`src/rtl/video_port_ctrl.sv`:
```
// CPU-side video register port: decodes I/O writes into scroll/border/mode controls,
// a PPI-style port C latch, and a delayed, fixed-width palette write strobe.
module video_port_ctrl #(
   parameter int unsigned PAL_DELAY = 6,
   parameter int unsigned PAL_WIDTH = 4
) (
   input  logic       clk_24m,
   input  logic       reset,
   input  logic [7:0] io_addr,
   input  logic [7:0] io_dout,
   input  logic       io_wr,
   input  logic       io_rd,
   output logic [7:0] io_din,
   output logic [7:0] scroll,
   output logic [3:0] border,
   output logic       mode512,
   output logic [7:0] port_c,
   output logic [7:0] pal_data,
   output logic       pal_we,
   output logic       pal_busy,
   output logic [1:0] pal_state
);

   typedef enum logic [1:0] {
      ST_IDLE   = 2'd0,
      ST_WAIT   = 2'd1,
      ST_STROBE = 2'd2
   } pal_state_e;

   localparam logic [7:0] ADDR_CTRL  = 8'h00;
   localparam logic [7:0] ADDR_PORTC = 8'h01;
   localparam logic [7:0] ADDR_PORTB = 8'h02;
   localparam logic [7:0] ADDR_PORTA = 8'h03;
   localparam logic [7:0] ADDR_PAL   = 8'h0C;

   localparam logic [3:0] DELAY_LOAD = 4'(PAL_DELAY - 1);
   localparam logic [3:0] WIDTH_LOAD = 4'(PAL_WIDTH - 1);

   logic [7:0] scroll_q, scroll_d;
   logic [3:0] border_q, border_d;
   logic       mode512_q, mode512_d;
   logic [7:0] port_c_q, port_c_d;
   logic [7:0] io_din_q;
   logic [7:0] rd_data;

   pal_state_e state_q;
   logic [3:0] cnt_q;
   logic [7:0] pend_q;
   logic       pend_vld_q;
   logic [7:0] pal_data_q;
   logic       pal_we_q;

   logic wr_ctrl, wr_portc, wr_portb, wr_porta, wr_pal;

   assign wr_ctrl  = io_wr && (io_addr == ADDR_CTRL);
   assign wr_portc = io_wr && (io_addr == ADDR_PORTC);
   assign wr_portb = io_wr && (io_addr == ADDR_PORTB);
   assign wr_porta = io_wr && (io_addr == ADDR_PORTA);
   assign wr_pal   = io_wr && (io_addr == ADDR_PAL);

   // Control port: bit7 is a mode set clearing everything, else a single port C bit set/reset.
   always_comb begin
      scroll_d  = scroll_q;
      border_d  = border_q;
      mode512_d = mode512_q;
      port_c_d  = port_c_q;
      if (wr_ctrl) begin
         if (io_dout[7]) begin
            scroll_d  = 8'h00;
            border_d  = 4'h0;
            mode512_d = 1'b0;
            port_c_d  = 8'h00;
         end else begin
            port_c_d[io_dout[3:1]] = io_dout[0];
         end
      end
      if (wr_portc) port_c_d = io_dout;
      if (wr_portb) begin
         border_d  = io_dout[3:0];
         mode512_d = io_dout[4];
      end
      if (wr_porta) scroll_d = io_dout;
   end

   // Readback uses the registers before any same-cycle write lands.
   always_comb begin
      rd_data = 8'hFF;
      case (io_addr)
         ADDR_PORTC: rd_data = port_c_q;
         ADDR_PORTB: rd_data = {3'b000, mode512_q, border_q};
         ADDR_PORTA: rd_data = scroll_q;
         ADDR_PAL:   rd_data = pal_data_q;
         default:    rd_data = 8'hFF;
      endcase
   end

   always_ff @(posedge clk_24m) begin
      if (reset) begin
         scroll_q  <= 8'hFF;
         border_q  <= 4'h0;
         mode512_q <= 1'b0;
         port_c_q  <= 8'h00;
         io_din_q  <= 8'h00;
      end else begin
         scroll_q  <= scroll_d;
         border_q  <= border_d;
         mode512_q <= mode512_d;
         port_c_q  <= port_c_d;
         if (io_rd) io_din_q <= rd_data;
      end
   end

   // Palette FSM: a write arriving mid-strobe is parked and replayed after the strobe ends.
   always_ff @(posedge clk_24m) begin
      if (reset) begin
         state_q    <= ST_IDLE;
         cnt_q      <= 4'h0;
         pend_q     <= 8'h00;
         pend_vld_q <= 1'b0;
         pal_data_q <= 8'h00;
         pal_we_q   <= 1'b0;
      end else begin
         case (state_q)
            ST_IDLE: begin
               pal_we_q <= 1'b0;
               if (wr_pal) begin
                  pend_q  <= io_dout;
                  cnt_q   <= DELAY_LOAD;
                  state_q <= ST_WAIT;
               end
            end
            ST_WAIT: begin
               if (wr_pal) begin
                  pend_q <= io_dout;
                  cnt_q  <= DELAY_LOAD;
               end else if (cnt_q == 4'h0) begin
                  pal_data_q <= pend_q;
                  pal_we_q   <= 1'b1;
                  cnt_q      <= WIDTH_LOAD;
                  state_q    <= ST_STROBE;
               end else begin
                  cnt_q <= cnt_q - 4'h1;
               end
            end
            ST_STROBE: begin
               if (wr_pal) begin
                  pend_q     <= io_dout;
                  pend_vld_q <= 1'b1;
               end
               if (cnt_q == 4'h0) begin
                  pal_we_q   <= 1'b0;
                  pend_vld_q <= 1'b0;
                  if (pend_vld_q || wr_pal) begin
                     cnt_q   <= DELAY_LOAD;
                     state_q <= ST_WAIT;
                  end else begin
                     state_q <= ST_IDLE;
                  end
               end else begin
                  cnt_q <= cnt_q - 4'h1;
               end
            end
            default: begin
               pal_we_q <= 1'b0;
               state_q  <= ST_IDLE;
            end
         endcase
      end
   end

   assign io_din    = io_din_q;
   assign scroll    = scroll_q;
   assign border    = border_q;
   assign mode512   = mode512_q;
   assign port_c    = port_c_q;
   assign pal_data  = pal_data_q;
   assign pal_we    = pal_we_q;
   assign pal_busy  = (state_q != ST_IDLE);
   assign pal_state = state_q;

endmodule

```
`config.mk`:
```
export PLATFORM = sky130hd
export DESIGN_NAME = video_port_ctrl
export DESIGN_NICKNAME = d
export VERILOG_FILES = /design/src/rtl/video_port_ctrl.sv
export SDC_FILE = /design/constraint.sdc
export NUM_CORES = 1
export LEC_CHECK = 0
export ABC_AREA = 1
export BUFFER_PORTS_ARGS = -buffer_cell sky130_fd_sc_hd__buf_2
export CORE_UTILIZATION = 55
export CTS_BUF_LIST = sky130_fd_sc_hd__clkbuf_8
export CTS_CLUSTER_DIAMETER = 30
export DETAILED_ROUTE_END_ITERATION = 10
export HOLD_SLACK_MARGIN = 0.15
export PLACE_DENSITY = 0.81
export SLEW_MARGIN = 20
export SYNTH_ARGS = -nofsm -noshare
export SYNTH_HDL_FRONTEND = slang
export SYNTH_SLANG_ARGS = --single-unit
```
`constraint.sdc`:
```
create_clock -name clk_24m -period 1.8 [get_ports clk_24m]
set_clock_uncertainty 0.05 [all_clocks]
set_input_delay 0.27 -clock clk_24m [delete_from_list [all_inputs] [get_ports clk_24m]]
set_output_delay 0.27 -clock clk_24m [all_outputs]
set_load 0.01 [all_outputs]
```
==> results by group <==
Floorplan
  – Die ar.: about 5300 sq um
  – Die height: about 73 um
  – Cell Rows: 25
  – Ports: between 60 and 70
  – Core Box Area: between 4000 and 5000 sq um
  – Die width: approximately 73 um
  – Initial Utilization: 0.5788

Drt
  – DR iter-0 viols: approximately 270
  – Drt via density: 5.390
  – Routed via count: 2900
  – Wirelength per Cell: roughly 14 um
  – DRT Pass-1 Iters: 7
  – ANT nets after route: 0
  – DR DRC count: 0
  – Final wirelength: approximately 7.6 mm

Pwr
  – Pwr dens: just under 900 nW/um^2
  – Pint: about 1.8 mW
  – Clock share of power: 0.253
  – LEAKAGE: around 1.5 nW
  – Switching pwr: slightly below 1 mW
  – Sequential power share: 0.479
  – Switching part of the total: 0.3527
  – Worst VDD drop: 662.6 uV
  – Logic pwr share: 0.268

Synth
  – Number of synthesized register bits: 53
  – Compound-Gate Fraction of Synth Area: 0.1581
  – Cell variety after synth: 28
  – Sequential share of the synthesized area: 0.3830
  – XOR/XNOR share of the synthesized area: 0
  – Syn_area_per_cell: slightly below 7 sq um
  – Simple-gate share of the synthesized area: 0.3478
  – Mux cell area share after synthesis: 0
  – Mapped Cells: approximately 400
  – Warnings, synthesis: 0
  – Syn_nets: 436
  – Synth Cell Area: between 2000 and 3000 sq um
  – Largest family of logic cells by synthesized area: simple AND/OR/NAND/NOR gates
  – Adder-Cell Fraction of Synth Area: 0.01807

Layout
  – Layout cells sized above 1: 0.2017
  – Commonest non-fill, non-tap cell in the layout: nand2_1
  – Sequential Area: 1061 sq um
  – Most frequent cells in the layout: nand2_1 (91), buf_2 (60), dfxtp_1 (53)
  – Antenna Cells: 0
  – Total Nets Final: about 490
  – P&R area growth vs syn: 17.30%
  – Area of the multi-input gates: 1451 sq um
  – # fillers: around 440

Global routing
  – GR Util All Layers: 0.3028
  – Vias in the first global route: 2576
  – Grt total ovfl: 0
  – Initial antenna violation count: 0
  – Largest net degree at the start of global routing: 24
  – First-pass GRT wire length: 12.22 mm

Clock tree
  – Buffer count from post-CTS setup fixing: 0
  – Num CTS Buffers: 5
  – Max clock buf depth: 2
  – Worst skew pair latency: slightly above 300 ps
  – H-tree lvl count: 2
  – Clock root buffer: clkbuf_8
  – Worst-path clk slew: ~100 ps
  – CTS Sinks: between 50 and 60
  – CTS Hold Bufs: 0
  – Post-cts sizing count: 0
  – CTS tree: built

Critical path
  – Worst setup EP type: flip-flop
  – Critical path peak fanout: 7
  – Crit start category: flip-flop
  – Arrival @ worst endpoint: 1780 ps
  – Critical Path RT: a little under 2000 ps
  – WS Path Type: flip-flop to flip-flop

Outcome
  – Outcome: completed

Placed design
  – Port Buffers: 60
  – Post-DP HPWL: around 5.5 mm
  – Gpl congestion: ~0.91

STA
  – Minimum hold slack: 190.8 ps
  – Unrepaired setup endpoints after global routing: false
  – Setup TNS: 0 ps
  – Tmin final: 1590 ps
  – Slew HR: 0.7262
  – Fmax: 629.1 MHz
  – Fin. Hold Viols: 0
  – Worst-margin pin slew: 408.5 ps
  – Max Slew Vio Count: 0
  – Final period util: 0.8831
  – Setup violators final: 0

Worst hold path
  – Hold Path Class: input port to flip-flop

Run
  – # Max-Cap Violations: 0
==> power by group through the flow <==
stage	Combinational (mW)	Sequential [mW]	Clock [mW]
after global routing	0.854	1.37	0.774
after CTS	0.749	1.35	0.728
after floorplan	0.464	1.42	0
after global placement	0.733	1.38	0
final	0.755	1.35	0.714
after detailed placement	0.741	1.38	0
==> flip-flops by register name, indices dropped and copies added (netlist names) <==
name / count
io_din: 8
pal_data: 8
pend_q: 8
port_c: 8
scroll: 8
border: 4
cnt_q: 4
pal_state: 2
mode512: 1
pal_we: 1
pend_vld_q: 1
==> routing by layer <==
layer | global-route usage | wire length (um) | part of all wire | vias to the layer above
li1 | - | - | - | 1482
met1 | 0.4086 | 3443 | 0.46 | 1282
met5 | 0 | 0 | 0 | -
met2 | 0.4735 | 3371 | 0.45 | 117
met3 | 0.05663 | 519 | 0.069 | 19
met4 | 0.1307 | 216 | 0.029 | 0
==> final timing paths <==
path,from,endpoint,slack (ps),cells after the start
worst max-delay path,pal_state[1],pal_state[0],210,7
worst min register to register,cnt_q[3],cnt_q[3],410,2
worst max register to register,pal_state[1],pal_state[0],210,7
worst min-delay path,io_dout[0],border[0],190,3
==> final cells by class <==
cell class                 instances  share of cell area
timing repair buffer              70              0.1194
clock inverter                     3            0.008086
clock buffer                       5             0.02118
multi-input combinational        295              0.4467
sequential                        53              0.3265
tap                               67             0.02580
inverter                          45             0.05237
==> worst max-delay path, stage by stage, from the launching register on <==
cell	delay [ps]
dfxtp_1	380
inv_1	90
ha_1	300
o21ai_0	250
nand2_1	120
nor2_1	110
nand2_1	70
a21oi_1	160
==> kinds of logic (layout without fill, tap and decap cells) <==
| group | after synthesis | count (layout) |
|---|---|---|
| DFF | 53 | 53 |
| adders and majority gates | 4 | 4 |
| buffers and inverters | 64 | 123 |
| AOI/OAI and AO/OA | 82 | 82 |
| and+or+nand+nor | 209 | 209 |
==> synthesized netlist by cell type <==
cell / count / area share
nand3b_1: 1 / 0.0027
dfxtp_1: 53 / 0.38
nor2_2: 3 / 0.0068
nor2_1: 39 / 0.053
nand2_1: 91 / 0.12
ha_1: 4 / 0.018
clkbuf_1: 12 / 0.016
nor3_2: 1 / 0.0036
inv_1: 40 / 0.054
buf_4: 3 / 0.0081
nand4_1: 7 / 0.016
nor3b_1: 1 / 0.0027
nor2_4: 1 / 0.0041
a21oi_1: 37 / 0.067
nand3_1: 49 / 0.089
o211ai_1: 11 / 0.030
nor3_1: 8 / 0.014
clkinv_2: 1 / 0.0018
nor3_4: 1 / 0.0059
nand3_4: 1 / 0.0063
buf_2: 4 / 0.0072
inv_2: 3 / 0.0041
nand2_2: 2 / 0.0045
nand4_2: 2 / 0.0090
o21ai_1: 10 / 0.018
clkinv_1: 1 / 0.0014
nand3_2: 2 / 0.0072
o21ai_0: 24 / 0.043
==> per-stage QoR <==
stage               area, sq um  worst slack, ps  std cells  utilization  total power, mW
global placement           3154            110.5        530       0.6591            2.108
CTS                        3249            215.0        538       0.6790            2.827
floorplan                  2770            399.8        412            -            1.881
detailed placement         3154            99.22        530       0.6591            2.119
global route               3249            36.43        538       0.6790            2.993
finish                     3249            210.4        538       0.6790            2.821
No activity file was read; power rests on OpenSTA's default activity.
